==> config.mk <==
export PLATFORM = sky130hd
export DESIGN_NAME = sd_init_sequencer
export DESIGN_NICKNAME = d
export VERILOG_FILES = /design/src/rtl/sd_init_sequencer.sv
export SDC_FILE = /design/constraint.sdc
export NUM_CORES = 1
export LEC_CHECK = 0
export CELL_PAD_IN_SITES_DETAIL_PLACEMENT = 1
export CELL_PAD_IN_SITES_GLOBAL_PLACEMENT = 1
export CORE_ASPECT_RATIO = 0.75
export CORE_MARGIN = 4
export CORE_UTILIZATION = 38
export DETAILED_ROUTE_END_ITERATION = 8
export HOLD_SLACK_MARGIN = 0.08
export PLACE_DENSITY_LB_ADDON = 0.1
export SLEW_MARGIN = 20
export SYNTH_ARGS = -nofsm -noshare
export SYNTH_HDL_FRONTEND = slang
export SYNTH_SLANG_ARGS = --single-unit
==> constraint.sdc <==
create_clock -name clk -period 3.5 [get_ports clk]
set_clock_uncertainty 0.2 [all_clocks]
set_input_delay 1.05 -clock clk [delete_from_list [all_inputs] [get_ports clk]]
set_output_delay 1.05 -clock clk [all_outputs]
set_load 0.03 [all_outputs]
==> src/rtl/sd_init_sequencer.sv <==
// SPI-mode SD card initialisation sequencer with a two-way byte arbiter (formatter vs sequencer).
// Define SD_INIT_OCR_EN to add the CMD58/OCR read that sets card_hc.
module sd_init_sequencer #(
  parameter int unsigned DUMMY_BYTES    = 10,
  parameter int unsigned RESP_POLL      = 8,
  parameter int unsigned ACMD41_RETRIES = 1000
) (
  input  logic        clk,
  input  logic        rst,
  input  logic        init_start,
  output logic        init_busy,
  output logic        init_done,
  output logic        init_err,
  output logic [2:0]  err_code,
  output logic        card_hc,
  output logic        cs_n,
  output logic        com_start,
  output logic [7:0]  com_cmd,
  output logic [23:0] com_arg,
  input  logic        com_rdy,
  input  logic        cmdr_start,
  input  logic [7:0]  cmdr_data,
  output logic        cmdr_rdy,
  output logic        spi_start,
  output logic [7:0]  spi_data,
  input  logic        spi_rdy,
  input  logic [7:0]  spi_rx
);

  localparam int unsigned CNT_MAX = (DUMMY_BYTES > RESP_POLL) ? DUMMY_BYTES : RESP_POLL;
  localparam int unsigned CNT_W   = $clog2((CNT_MAX > 4) ? CNT_MAX : 4);
  localparam int unsigned RTRY_W  = 16;

  typedef enum logic [3:0] {
    S_IDLE, S_PWRUP, S_ISSUE, S_WAIT_CMD, S_POLL, S_EVAL, S_TAIL, S_GAP, S_DONE, S_FAIL
  } state_t;

  typedef enum logic [2:0] {C_CMD0, C_CMD8, C_CMD55, C_ACMD41, C_CMD58, C_END} cmd_t;

  state_t             state, state_d;
  cmd_t               cmd, cmd_d, nxt, nxt_d;
  logic [CNT_W-1:0]   cnt, cnt_d;
  logic [RTRY_W-1:0]  retry, retry_d, retry_inc;
  logic [7:0]         r1, r1_d, tail_b, tail_d;
  logic               pend, pend_d, seq_start, seq_start_d;
  logic               done_d, err_d, hc_d, cs_n_d;
  logic [2:0]         code_d, fail_code;
  logic               fail_go, byte_done, byte_state, sel_cmdr;

  // {com_cmd, com_arg} for each command
  function automatic logic [31:0] cmd_enc(input cmd_t c);
    unique case (c)
      C_CMD8:   cmd_enc = 32'h08_0001AA;
      C_CMD55:  cmd_enc = 32'h37_000000;
      C_ACMD41: cmd_enc = 32'h69_000000;
      C_CMD58:  cmd_enc = 32'h3A_000000;
      default:  cmd_enc = 32'h00_000000;
    endcase
  endfunction

  // Byte arbiter: the formatter owns the transceiver from com_start until com_rdy
  assign sel_cmdr  = (state == S_ISSUE) || (state == S_WAIT_CMD);
  assign spi_start = sel_cmdr ? cmdr_start : seq_start;
  assign spi_data  = sel_cmdr ? cmdr_data  : 8'hFF;
  assign cmdr_rdy  = sel_cmdr & spi_rdy;

  assign retry_inc = (retry == {RTRY_W{1'b1}}) ? retry : retry + RTRY_W'(1);

  always_comb begin
    state_d     = state;
    cmd_d       = cmd;
    nxt_d       = nxt;
    cnt_d       = cnt;
    retry_d     = retry;
    r1_d        = r1;
    tail_d      = tail_b;
    pend_d      = pend;
    seq_start_d = 1'b0;
    done_d      = init_done;
    err_d       = init_err;
    code_d      = err_code;
    hc_d        = card_hc;
    fail_go     = 1'b0;
    fail_code   = 3'd0;
    cs_n_d      = 1'b1;
    byte_done   = pend & spi_rdy;
    byte_state  = (state == S_PWRUP) || (state == S_POLL) || (state == S_TAIL) || (state == S_GAP);

    // Sequencer-owned bytes: one start pulse, then wait for spi_rdy
    if (byte_state && !pend) begin
      seq_start_d = 1'b1;
      pend_d      = 1'b1;
    end
    if (byte_done) pend_d = 1'b0;

    unique case (state)
      S_IDLE: if (init_start) begin
        done_d  = 1'b0;
        err_d   = 1'b0;
        code_d  = 3'd0;
        hc_d    = 1'b0;
        cnt_d   = '0;
        retry_d = '0;
        cmd_d   = C_CMD0;
        state_d = S_PWRUP;
      end
      S_PWRUP: if (byte_done) begin
        if (cnt == CNT_W'(DUMMY_BYTES - 1)) begin
          cnt_d   = '0;
          state_d = S_ISSUE;
        end else cnt_d = cnt + CNT_W'(1);
      end
      S_ISSUE: state_d = S_WAIT_CMD;
      S_WAIT_CMD: if (com_rdy) begin
        cnt_d   = '0;
        state_d = S_POLL;
      end
      S_POLL: if (byte_done) begin
        if (!spi_rx[7]) begin
          r1_d    = spi_rx;
          state_d = S_EVAL;
        end else if (cnt == CNT_W'(RESP_POLL - 1)) begin
          fail_go   = 1'b1;
          fail_code = 3'd4;
        end else cnt_d = cnt + CNT_W'(1);
      end
      S_EVAL: begin
        cnt_d = '0;
        unique case (cmd)
          C_CMD0: if (r1 == 8'h01) begin nxt_d = C_CMD8; state_d = S_GAP; end
                  else begin fail_go = 1'b1; fail_code = 3'd1; end
          C_CMD8: if (r1[2]) begin fail_go = 1'b1; fail_code = 3'd5; end
                  else if (r1 == 8'h01) state_d = S_TAIL;
                  else begin fail_go = 1'b1; fail_code = 3'd1; end
          C_CMD55: begin nxt_d = C_ACMD41; state_d = S_GAP; end
          C_ACMD41: if (r1 == 8'h00) begin
`ifdef SD_INIT_OCR_EN
            nxt_d = C_CMD58;
`else
            nxt_d = C_END;
`endif
            state_d = S_GAP;
          end else if (r1 == 8'h01) begin
            retry_d = retry_inc;
            if (retry_inc >= RTRY_W'(ACMD41_RETRIES)) begin fail_go = 1'b1; fail_code = 3'd3; end
            else begin nxt_d = C_CMD55; state_d = S_GAP; end
          end else begin fail_go = 1'b1; fail_code = 3'd1; end
          C_CMD58: if (r1 == 8'h00) state_d = S_TAIL;
                   else begin fail_go = 1'b1; fail_code = 3'd1; end
          default: state_d = S_IDLE;
        endcase
      end
      S_TAIL: if (byte_done) begin
        cnt_d = cnt + CNT_W'(1);
        if (cnt == CNT_W'(2)) tail_d = spi_rx;
`ifdef SD_INIT_OCR_EN
        if (cnt == '0 && cmd == C_CMD58) hc_d = spi_rx[6];
`endif
        if (cnt == CNT_W'(3)) begin
          cnt_d = '0;
          if (cmd == C_CMD8) begin
            if (tail_b == 8'h01 && spi_rx == 8'hAA) begin nxt_d = C_CMD55; state_d = S_GAP; end
            else begin fail_go = 1'b1; fail_code = 3'd2; end
          end else begin
            nxt_d   = C_END;
            state_d = S_GAP;
          end
        end
      end
      S_GAP: if (byte_done) begin
        if (nxt == C_END) begin
          done_d  = 1'b1;
          state_d = S_DONE;
        end else begin
          cmd_d   = nxt;
          state_d = S_ISSUE;
        end
      end
      S_DONE:  state_d = S_IDLE;
      S_FAIL:  state_d = S_IDLE;
      default: state_d = S_IDLE;
    endcase

    if (fail_go) begin
      err_d   = 1'b1;
      code_d  = fail_code;
      state_d = S_FAIL;
    end

    // Card selected only while a command/response exchange is in progress
    cs_n_d = !((state_d == S_ISSUE) || (state_d == S_WAIT_CMD) || (state_d == S_POLL) ||
               (state_d == S_EVAL) || (state_d == S_TAIL));
  end

  always_ff @(posedge clk) begin
    if (rst) begin
      state     <= S_IDLE;
      cmd       <= C_CMD0;
      nxt       <= C_CMD0;
      cnt       <= '0;
      retry     <= '0;
      r1        <= '0;
      tail_b    <= '0;
      pend      <= 1'b0;
      seq_start <= 1'b0;
      init_busy <= 1'b0;
      init_done <= 1'b0;
      init_err  <= 1'b0;
      err_code  <= 3'd0;
      card_hc   <= 1'b0;
      cs_n      <= 1'b1;
      com_start <= 1'b0;
      com_cmd   <= 8'h00;
      com_arg   <= 24'h000000;
    end else begin
      state     <= state_d;
      cmd       <= cmd_d;
      nxt       <= nxt_d;
      cnt       <= cnt_d;
      retry     <= retry_d;
      r1        <= r1_d;
      tail_b    <= tail_d;
      pend      <= pend_d;
      seq_start <= seq_start_d;
      init_busy <= (state_d != S_IDLE);
      init_done <= done_d;
      init_err  <= err_d;
      err_code  <= code_d;
      card_hc   <= hc_d;
      cs_n      <= cs_n_d;
      com_start <= (state_d == S_ISSUE);
      {com_cmd, com_arg} <= cmd_enc(cmd_d);
    end
  end

endmodule

==> run_summary.xml <==
<?xml version="1.0" encoding="UTF-8"?>
<metrics>
  <group name="placed_design">
    <metric name="portBuffers" unit="">51</metric>
    <metric name="finalWeightedCongestion" unit="">0.901</metric>
    <metric name="place.detailed.instances" unit="">665</metric>
    <metric name="post-dp-hpwl" unit="µm">8640</metric>
  </group>
  <group name="floorplanning">
    <metric name="initial_utilization" unit="%">40.0</metric>
    <metric name="core.rowCount" unit="">30</metric>
    <metric name="horizontal_extent_of_the_die" unit="µm">122</metric>
    <metric name="coreArea" unit="µm²">9310</metric>
    <metric name="design.die.area" unit="µm²">11500</metric>
    <metric name="height_of_the_die" unit="µm">93.8</metric>
    <metric name="io_pins" unit="">73</metric>
  </group>
  <group name="global_route">
    <metric name="number_of_antenna_violations_at_the_first_check_in_global_routing" unit="">0</metric>
    <metric name="grt_overflow_total" unit="">0</metric>
    <metric name="number_of_global_route_vias_before_repair" unit="">3623</metric>
    <metric name="grt_pass1_wl" unit="µm">19400</metric>
    <metric name="groute.usage.overall" unit="%">21.1</metric>
    <metric name="grt_start_max_net_pins" unit="">31</metric>
  </group>
  <group name="logic_synthesis">
    <metric name="seq_area_frac_synth" unit="%">33.3</metric>
    <metric name="synthTopCellsByArea" unit="">dfxtp_1 33%, nor2_1 7.1%, mux2i_1 5.9%, buf_4 5.2%, a21oi_1 4.7%</metric>
    <metric name="synth_top_flop_cell" unit="">dfxtp_1</metric>
    <metric name="top_count_cell_post_synth" unit="">nor2_1</metric>
    <metric name="syn_inst" unit="">484</metric>
    <metric name="synth.lib_cells_used.distinct" unit="">59</metric>
    <metric name="post_synth.cell_area_avg" unit="µm²">7.70</metric>
    <metric name="yosys-top-cells-count" unit="">70 x nor2_1, 62 x dfxtp_1, 38 x nand2_1</metric>
    <metric name="synthDominantAreaCellType" unit="">dfxtp_1</metric>
    <metric name="synth_seq_cells" unit="">62</metric>
    <metric name="area_of_the_mapped_netlist" unit="µm²">3730</metric>
    <metric name="asyncSetResetFlopFracSynth" unit="%">0</metric>
    <metric name="synth-edff-count" unit="">0</metric>
    <metric name="synth-warning-count" unit="">0</metric>
    <metric name="yosysTopAreaCellShare" unit="%">33.3</metric>
  </group>
  <group name="layout">
    <metric name="finish.cell_count_without_fillers" unit="">681</metric>
    <metric name="antenna_cells" unit="">0</metric>
    <metric name="flow.area_growth_from_synthesis" unit="%">25.1</metric>
    <metric name="post_layout_utilization_of_the_core" unit="%">50.1</metric>
    <metric name="layout.nets" unit="">574</metric>
    <metric name="drive_above_1_share" unit="%">13.2</metric>
  </group>
  <group name="sta">
    <metric name="max_slew.worst_pin.slew" unit="ns">0.783</metric>
    <metric name="final-setup-viol-count" unit="">0</metric>
    <metric name="finalWorstPathRequiredPeriod" unit="ns">3.28</metric>
    <metric name="whs" unit="ns">0.272</metric>
    <metric name="layout_worst_path_cycle_share" unit="%">93.7</metric>
    <metric name="slew_violations" unit="">0</metric>
    <metric name="slew_headroom" unit="%">47.1</metric>
    <metric name="timing_hold_violations_final" unit="">0</metric>
    <metric name="grt_setup_unrepaired" unit="">no</metric>
    <metric name="fmax" unit="MHz">305</metric>
    <metric name="finalSetupTns" unit="ns">0</metric>
  </group>
  <group name="clocking">
    <metric name="post_cts_resize_count" unit="">0</metric>
    <metric name="cts_root_buffer" unit="">clkbuf_16</metric>
    <metric name="post_cts_buffers" unit="">0</metric>
    <metric name="maximum_count_of_clock_buffers_along_a_single_path" unit="">2</metric>
    <metric name="postCtsHoldBufs" unit="">0</metric>
    <metric name="number_of_buffers_inserted_during_clock_tree_synthesis" unit="">9</metric>
    <metric name="worstSkewPairLatency" unit="ns">0.33</metric>
    <metric name="clock_tree.htree_level_count" unit="">3</metric>
    <metric name="clk_transition_reported_paths" unit="ns">0.05</metric>
    <metric name="cts_tree" unit="">done</metric>
    <metric name="cts_sinks" unit="">62</metric>
  </group>
  <group name="routing">
    <metric name="drc" unit="">0</metric>
    <metric name="wl_per_cell" unit="µm">17.0</metric>
    <metric name="via_count" unit="">3648</metric>
    <metric name="post_drt_via_cell_ratio" unit="">5.36</metric>
    <metric name="antenna_violating_nets_post_route" unit="">0</metric>
    <metric name="initialDrtViolationCount" unit="">272</metric>
    <metric name="drt_pass1_iterations" unit="">4</metric>
    <metric name="wl" unit="µm">11600</metric>
  </group>
  <group name="pwr">
    <metric name="power_frac_clock" unit="%">48.3</metric>
    <metric name="cellInternalPower" unit="mW">1.27</metric>
    <metric name="total_switching_power" unit="mW">0.426</metric>
    <metric name="switching_share" unit="%">25.2</metric>
    <metric name="static_leak" unit="nW">1.83</metric>
    <metric name="p_comb_share" unit="%">9.0</metric>
    <metric name="sequential_power_share" unit="%">42.7</metric>
    <metric name="p_per_area" unit="nW/µm²">363</metric>
    <metric name="post-layout-total-power" unit="mW">1.69</metric>
    <metric name="irDropWorstVdd" unit="mV">0.209</metric>
  </group>
  <group name="critical_path">
    <metric name="startpoint" unit="">retry[0]</metric>
    <metric name="timing.critical_path.to_type" unit="">register</metric>
    <metric name="worst-endpoint-required" unit="ns">3.49</metric>
    <metric name="worst_setup_start_kind" unit="">register</metric>
    <metric name="setup.worst_path.class" unit="">register to register</metric>
    <metric name="crit-reg2reg-launch" unit="">retry[0]</metric>
    <metric name="worst-path-max-fanout" unit="">5</metric>
    <metric name="critical_path_arrival" unit="ns">3.27</metric>
    <metric name="worstReg2RegEnd" unit="">nxt[1]</metric>
    <metric name="r2r_setup_slack" unit="ns">0.22</metric>
    <metric name="timing.critical_path.to" unit="">nxt[1]</metric>
    <metric name="reg2reg_depth" unit="">10</metric>
  </group>
  <group name="status">
    <metric name="status" unit="">completed</metric>
  </group>
  <group name="flow_run">
    <metric name="timing.max_cap.violations" unit="">0</metric>
  </group>
  <group name="hold_path">
    <metric name="holdCritPathClass" unit="">register to register</metric>
  </group>
</metrics>
## routing by layer
layer	vias to the layer above	global-route usage (%)	part of all wire, %
met3	11	5.60	7.7
met5	-	0	0
li1	1792	-	-
met2	121	29.9	40
met1	1724	31.6	51
met4	0	4.85	0.91
## power groups by stage
stage          clock, mW  combinational [mW]  sequential (mW)
2_1_floorplan          0               0.107            0.736
3_5_place_dp           0               0.150            0.738
3_3_place_gp           0               0.148            0.738
6_report           0.818               0.152            0.724
4_1_cts            0.837               0.151            0.723
5_1_grt            0.877               0.166            0.725
## sequential cells by signal (all words and copies together), names as in the netlist, 3 cells and up
name	cells
state	4
err_code	3
nxt	3
cmd	3
cnt	4
r1	7
retry	16
tail_b	8
com_cmd	6
## how the worst min path moves through the flow
stage / slack (ns) / start / to / cells past startpoint
6_report: 0.27 / init_err / init_err / 2
3_5_place_dp: 0.28 / init_err / init_err / 2
2_1_floorplan: 0.25 / pend / seq_start / 1
5_1_grt: 0.33 / err_code[1] / err_code[1] / 2
4_1_cts: 0.28 / init_err / init_err / 2
3_3_place_gp: 0.26 / init_err / init_err / 2
## critical path: stages, from the launching register on
cell       delay [ns]
dfxtp_1          0.43
ha_1             0.27
and3_1           0.22
nand2b_2         0.09
nor3_1           0.37
mux2_2           0.43
a2111oi_2        0.38
a21oi_2          0.16
a21oi_2          0.31
o221a_2          0.24
nor3_1           0.04
## cell families (layout without fill, tap and decap cells)
group | count (synthesis) | count (layout) | synth area share (%)
AND/OR/NAND/NOR | 222 | 222 | 29.9
other | 1 | 21 | 0.101
AO/OA/AOI/OAI | 95 | 95 | 16.9
flip-flops | 62 | 62 | 33.3
multiplexers | 25 | 25 | 6.82
buffers and inverters | 65 | 114 | 9.37
adder cells (fa/ha/maj) | 4 | 4 | 1.34
XOR/XNOR | 10 | 10 | 2.35
## through the flow
step	setup WS, ns	area [µm²]
after floorplan	0.403	3800
after global placement	0.0787	4390
after detailed placement	0.0393	4390
after CTS	0.223	4660
after global routing	0.00416	4660
final	0.219	4660
## cell type report
cell class | count | area [µm²]
flip-flops and latches | 62 | 1240
fillers | 1174 | 4650
clock buffers | 12 | 246
multi-input cells | 377 | 2210
repair buffers | 84 | 728
clock inverters | 4 | 22.5
well taps | 128 | 160
inverters | 14 | 52.6
## cells in the final DEF, fill, tap and decap left out, drive strengths merged, types with 16 or more instances in the layout
master         synthesis  routed
nor2                  70      70
mux2i                 22      22
conb                   1      21
buf                   27      44
clkdlybuf4s50          0      40
nand3                 16      16
nor3                  20      20
o21ai                 20      20
nand2                 38      38
dfxtp                 62      62
a21oi                 38      38
Power figures use the tool's default switching activity.
